==> config.mk <==
export PLATFORM = sky130hd
export DESIGN_NAME = time_duration_uart_tx
export DESIGN_NICKNAME = d
export VERILOG_FILES = /design/src/rtl/time_tx_pkg.sv /design/src/rtl/uart_baud_tick.sv /design/src/rtl/time_duration_uart_tx.sv
export SDC_FILE = /design/constraint.sdc
export NUM_CORES = 1
export LEC_CHECK = 0
export CAP_MARGIN = 20
export CORE_MARGIN = 2
export CORE_UTILIZATION = 23
export DETAILED_ROUTE_END_ITERATION = 12
export PLACE_DENSITY = 0.52
export SETUP_SLACK_MARGIN = 0.02
export SLEW_MARGIN = 20
export SYNTH_ARGS = -nofsm -noshare
export SYNTH_HDL_FRONTEND = slang
export SYNTH_SLANG_ARGS = --single-unit
==> constraint.sdc <==
create_clock -name clk -period 2.7 [get_ports clk]
set_clock_uncertainty 0.15 [all_clocks]
set_input_delay 0.675 -clock clk [delete_from_list [all_inputs] [get_ports clk]]
set_output_delay 0.675 -clock clk [all_outputs]
set_load 0.02 [all_outputs]
==> src/rtl/time_tx_pkg.sv <==
// Shared definitions for the duration-transmit path: FSM encoding, the sync
// byte that optionally leads each frame, and the default UART bit period.
package time_tx_pkg;

  typedef enum logic [2:0] {
    ST_IDLE,
    ST_START,
    ST_DATA,
    ST_STOP,
    ST_DONE
  } txState_t;

  localparam logic [7:0] SYNC_BYTE            = 8'hA5;
  localparam int         DEFAULT_CLKS_PER_BIT = 434;  // 50 MHz / 115200 baud

  // Whole bytes needed to carry a value of the given bit width.
  function automatic int bytesFor(input int width);
    return (width + 7) / 8;
  endfunction

endpackage

==> src/rtl/uart_baud_tick.sv <==
// Bit-period timer: one-cycle bitTick every CLKS_PER_BIT clocks, with the
// count forced back to zero on the edge a new frame is accepted.
module uart_baud_tick
  import time_tx_pkg::*;
#(
  parameter int CLKS_PER_BIT = DEFAULT_CLKS_PER_BIT
) (
  input  logic clk,
  input  logic rst,
  input  logic restart,
  output logic bitTick
);

  localparam int                CNT_W    = $clog2(CLKS_PER_BIT);
  localparam logic [CNT_W-1:0]  LAST_CNT = CNT_W'(CLKS_PER_BIT - 1);

  logic [CNT_W-1:0] baudCnt;

  // NOTE: sequential state is written with <= so every flop samples pre-edge values.
  always_ff @(posedge clk or posedge rst) begin
    if (rst) begin
      baudCnt <= '0;
    end else if (restart || baudCnt == LAST_CNT) begin
      baudCnt <= '0;
    end else begin
      baudCnt <= baudCnt + 1'b1;
    end
  end

  assign bitTick = (baudCnt == LAST_CNT);

endmodule

==> src/rtl/time_duration_uart_tx.sv <==
// Captures the measured duration on send and shifts it out as 8N1 bytes, MSB
// byte first. Define TIME_TX_HEADER_EN to prefix each frame with SYNC_BYTE.
module time_duration_uart_tx
  import time_tx_pkg::*;
#(
  parameter int CLKS_PER_BIT = DEFAULT_CLKS_PER_BIT,
  parameter int DATA_WIDTH   = 26
) (
  input  logic                  clk,
  input  logic                  rst,
  input  logic                  send,
  input  logic [DATA_WIDTH-1:0] timeDuration,
  output logic                  tx,
  output logic                  busy,
  output logic                  done
);

  localparam int NUM_BYTES = bytesFor(DATA_WIDTH);
  localparam int PAD_W     = NUM_BYTES * 8;
`ifdef TIME_TX_HEADER_EN
  localparam int HDR_BYTES = 1;
`else
  localparam int HDR_BYTES = 0;
`endif
  localparam int FRAME_BYTES = NUM_BYTES + HDR_BYTES;
  localparam int FRAME_W     = FRAME_BYTES * 8;
  localparam int IDX_W       = (FRAME_BYTES > 1) ? $clog2(FRAME_BYTES) : 1;
  localparam logic [IDX_W-1:0] LAST_BYTE_IDX = IDX_W'(FRAME_BYTES - 1);

  txState_t           state, stateNext;
  logic [FRAME_W-1:0] frameReg, frameNext, frameLoad;
  logic [IDX_W-1:0]   byteIdx, byteIdxNext;
  logic [2:0]         bitIdx, bitIdxNext, bitIdxInc;
  logic [7:0]         curByte;
  logic               txNext, busyNext, doneNext;
  logic               startFrame, bitTick;

  // Zero-extension keeps the pad bits above DATA_WIDTH at 0.
`ifdef TIME_TX_HEADER_EN
  assign frameLoad = {SYNC_BYTE, PAD_W'(timeDuration)};
`else
  assign frameLoad = PAD_W'(timeDuration);
`endif

  // The byte on the wire always sits in the top 8 bits of the frame register.
  assign curByte   = frameReg[FRAME_W-1 -: 8];
  assign bitIdxInc = bitIdx + 3'd1;

  uart_baud_tick #(
    .CLKS_PER_BIT(CLKS_PER_BIT)
  ) baudTick (
    .clk    (clk),
    .rst    (rst),
    .restart(startFrame),
    .bitTick(bitTick)
  );

  // NOTE: the frame register is reset too, so no X can reach tx after a mid-frame reset.
  always_ff @(posedge clk or posedge rst) begin
    if (rst) begin
      state    <= ST_IDLE;
      frameReg <= '0;
      byteIdx  <= '0;
      bitIdx   <= '0;
      tx       <= 1'b1;
      busy     <= 1'b0;
      done     <= 1'b0;
    end else begin
      state    <= stateNext;
      frameReg <= frameNext;
      byteIdx  <= byteIdxNext;
      bitIdx   <= bitIdxNext;
      tx       <= txNext;
      busy     <= busyNext;
      done     <= doneNext;
    end
  end

  // Outputs are computed from the next state and registered, so the TX pin is glitch-free.
  always_comb begin
    // NOTE: every variable gets a default first so no branch can infer a latch.
    stateNext   = state;
    frameNext   = frameReg;
    byteIdxNext = byteIdx;
    bitIdxNext  = bitIdx;
    txNext      = 1'b1;
    startFrame  = 1'b0;

    unique case (state)
      ST_IDLE: begin
        if (send) begin
          stateNext   = ST_START;
          frameNext   = frameLoad;
          byteIdxNext = LAST_BYTE_IDX;
          bitIdxNext  = '0;
          txNext      = 1'b0;
          startFrame  = 1'b1;
        end
      end

      ST_START: begin
        txNext = 1'b0;
        if (bitTick) begin
          stateNext = ST_DATA;
          txNext    = curByte[bitIdx];
        end
      end

      ST_DATA: begin
        txNext = curByte[bitIdx];
        if (bitTick) begin
          bitIdxNext = bitIdxInc;
          if (bitIdx == 3'd7) begin
            stateNext = ST_STOP;
            txNext    = 1'b1;
          end else begin
            txNext = curByte[bitIdxInc];
          end
        end
      end

      ST_STOP: begin
        if (bitTick) begin
          if (byteIdx == '0) begin
            stateNext = ST_DONE;
          end else begin
            stateNext   = ST_START;
            byteIdxNext = byteIdx - 1'b1;
            frameNext   = frameReg << 8;
            txNext      = 1'b0;
          end
        end
      end

      ST_DONE: begin
        stateNext = ST_IDLE;
      end

      default: begin
        stateNext = ST_IDLE;
      end
    endcase

    busyNext = (stateNext == ST_START) || (stateNext == ST_DATA) || (stateNext == ST_STOP);
    doneNext = (stateNext == ST_DONE);
  end

endmodule

==> impl_metrics.csv <==
group,metric,value,unit
status,status,"finished clean",
clock_tree,numCtsBuffers,5,
yosys,syn_area_per_cell,10.0,um^2
timing,fin_crit_sh,83.6,%
critical_path,rr_startpoint,"baudTick.baudCnt[6]",
cells_and_area,nets,318,
global_route,grt_pass1_vias,1795,
floorplan,dieWidth,109,um
placed_design,dpl.hpwl,3500,um
cells_and_area,syn_to_final_growth,24.1,%
yosys,synth_cell_types,38,
timing,tns,0,ns
timing,setup_viol,0,
pwr,clkPwrFrac,29.8,%
timing,min_period,2.26,ns
clock_tree,cts-resized-gates,0,
yosys,syn_inst,253,
drt,routed.top_layer,"met4",
yosys,syn-num-nets,287,
yosys,synthArstFlopShare,100,%
yosys,ys_dominant_reg_cell,"dfrtp_1",
floorplan,initial_core_util,23.5,%
drt,wire_per_inst,12.1,um
global_route,grt_pass1_wl,8670,um
critical_path,worstSetupPathType,"flip-flop to output pin",
critical_path,path_buf_inv,1,
yosys,synth_edf_count,0,
drt,first_pass_iters,6,
global_route,antenna_found_initial,0,
timing,rsz0062_at_grt,"false",
critical_path,worstPathCellList,"clkdlybuf4s50_1",
drt,vias_per_cell,4.35,
yosys,synth-seq-cells,52,
drt,drtAntennaViolNets,0,
floorplan,placementRows,38,
clock_tree,htreeDepth,2,
drt,met3_length,200,um
pwr,power_density,604,mW/mm^2
timing,max_slew.worst_pin.slew,0.484,ns
floorplan,core-area,0.0108,mm^2
timing,relSlewSlack,67.8,%
cells_and_area,utilization,29.2,%
yosys,seq_area_frac_synth,51.4,%
drt,wl_met1,2560,um
clock_tree,insertion_delay,0.31,ns
cells_and_area,drive_gt1_share,9.82,%
min_path,hp-class,"flip-flop to flip-flop",
critical_path,crit_fanout,1,
critical_path,end_kind,"output pin",
pwr,p_leak,1.46,nW
critical_path,crit_family,"buffers and inverters",
critical_path,critPathLaunch,"tx",
placed_design,io_buffers,31,
critical_path,cp.required,1.88,ns
pwr,comb_power_share,15.4,%
drt,dr_total_vias,1847,
yosys,synth_warnings,0,
clock_tree,root_buffer,"clkbuf_8",
clock_tree,clk_pin_slew_worst_paths,0.10,ns
pwr,vdd_drop_max,0.259,mV
timing,drv_slew,0,
yosys,netlist_top_cells_area,"dfrtp_1, nand2_1, mux2i_1",
drt,drt_wl_total,5150,um
pwr,switching_share,27.0,%
critical_path,arrival,1.43,ns
cells_and_area,antenna_cells,0,
critical_path,crit_path_top_delay_cell,"clkdlybuf4s50_1",
run,drv_cap,0,
yosys,netlist_area,0.00253,mm^2
global_route,grt_usage,9.27,%
cells_and_area,layout_commonest_cell,"nand2_1",
timing,fmax,443,MHz
pwr,p_sw,0.513,mW
drt,drtIter0Drc,64,
floorplan,ios,32,
clock_tree,cts.sinks,52,
clock_tree,cts_max_path_buffers,2,
drt,routed-wl-met2,2290,um
yosys,synth_top_area_share,50.3,%
yosys,synth_top_area_cell,"dfrtp_1",
critical_path,cpPeakStageDelay,0.60,ns
cells_and_area,fillCellCount,1138,
min_path,min-delay-start,"frameReg[1]",
floorplan,die_y,109,um
pwr,p_seq_share,54.8,%
floorplan,dieArea,0.0119,mm^2
drt,drc,0,
clock_tree,cts_tree,"built",
global_route,grt_max_degree,53,
global_route,gr-total-overflow,0,
clock_tree,ctsHoldBuffers,0,
placed_design,gp_congestion,0.805,
clock_tree,cts_setup_buffers,0,
pwr,intPower,1.39,mW
cells_and_area,final_cell_mix,"nand2_1, dfrtp_1, clkdlybuf4s50_1, o21ai_0, mux2i_1",
critical_path,start_kind,"flip-flop",
timing,finalHoldViolations,0,
[per-layer routing]
| layer | up-vias | global-route usage, % |
|---|---|---|
| met2 | 37 | 14.6 |
| li1 | 926 | - |
| met3 | 9 | 2.21 |
| met1 | 875 | 12.2 |
| met4 | 0 | 3.85 |
| met5 | - | 0 |
[area by class of cell]
cell class	instances	area, um^2	share of cell area [%]
Tap cell	140	175	5.57
Inverter	5	18.8	0.596
Sequential cell	52	1300	41.4
Clock buffer	6	82.6	2.62
Multi-Input combinational cell	183	1160	36.9
Timing Repair Buffer	37	368	11.7
Clock inverter	2	38.8	1.23
[cells by family (layout without fill, tap and decap cells)]
group	Yosys count	in the layout	share of synthesized area, %
AO/OA/AOI/OAI	39	39	8.54
XOR/XNOR	8	8	2.76
adder cells (fa/ha/maj)	5	5	2.47
buffers and inverters	18	50	3.06
flip-flops	52	52	51.4
multiplexers	26	26	12.3
AND/OR/NAND/NOR	105	105	19.5
[state kept, by name (all words and copies together) (netlist names)]
register          cells
frameReg             32
busy                  1
tx                    1
done                  1
state                 3
baudTick.baudCnt      9
bitIdx                3
byteIdx               2
[per-stage QoR]
stage / setup WS (ns) / total power, mW / instances / hold WS (ns) / cell area (um^2)
2_1_floorplan: 0.619 / 1.23 / 253 / 0.288 / 2530
3_3_place_gp: 0.449 / 1.35 / 417 / 0.299 / 3030
3_5_place_dp: 0.422 / 1.36 / 417 / 0.305 / 3030
4_1_cts: 0.418 / 1.94 / 425 / 0.328 / 3150
5_1_grt: 0.400 / 2.02 / 425 / 0.343 / 3150
6_report: 0.444 / 1.90 / 425 / 0.322 / 3150
[synth_stat cells (all sizes together), types with 2 or more instances]
cell type and instances:
nand4 2, and3 3, xnor2 4, nand2 58
o21ai 29, ha 5, xor2 4, clkbuf 10
buf 3, mux2i 21, a21oi 4, mux4 4
nand3 11, nor2 18, dfrtp 51, nor3 4
inv 5, or2 2
[power by group through the flow]
| stage | registers [mW] | logic (mW) | clock network (mW) |
|---|---|---|---|
| after CTS | 1.04 | 0.301 | 0.592 |
| after global placement | 1.05 | 0.292 | 0 |
| final | 1.04 | 0.292 | 0.567 |
| after global routing | 1.06 | 0.338 | 0.617 |
| after floorplan | 1.03 | 0.207 | 0 |
| after detailed placement | 1.06 | 0.300 | 0 |
[final timing paths]
check                         endpoint  slack, ns  cells past startpoint
max                                 tx       0.44                      1
min                        frameReg[1]       0.32                      2
max reg2reg                       busy       0.48                      5
min reg2reg                frameReg[1]       0.32                      2
max in group asynchronous           tx       1.55                      3
min in group asynchronous  frameReg[6]       0.57                      3
(Power assumes the default switching activity.)
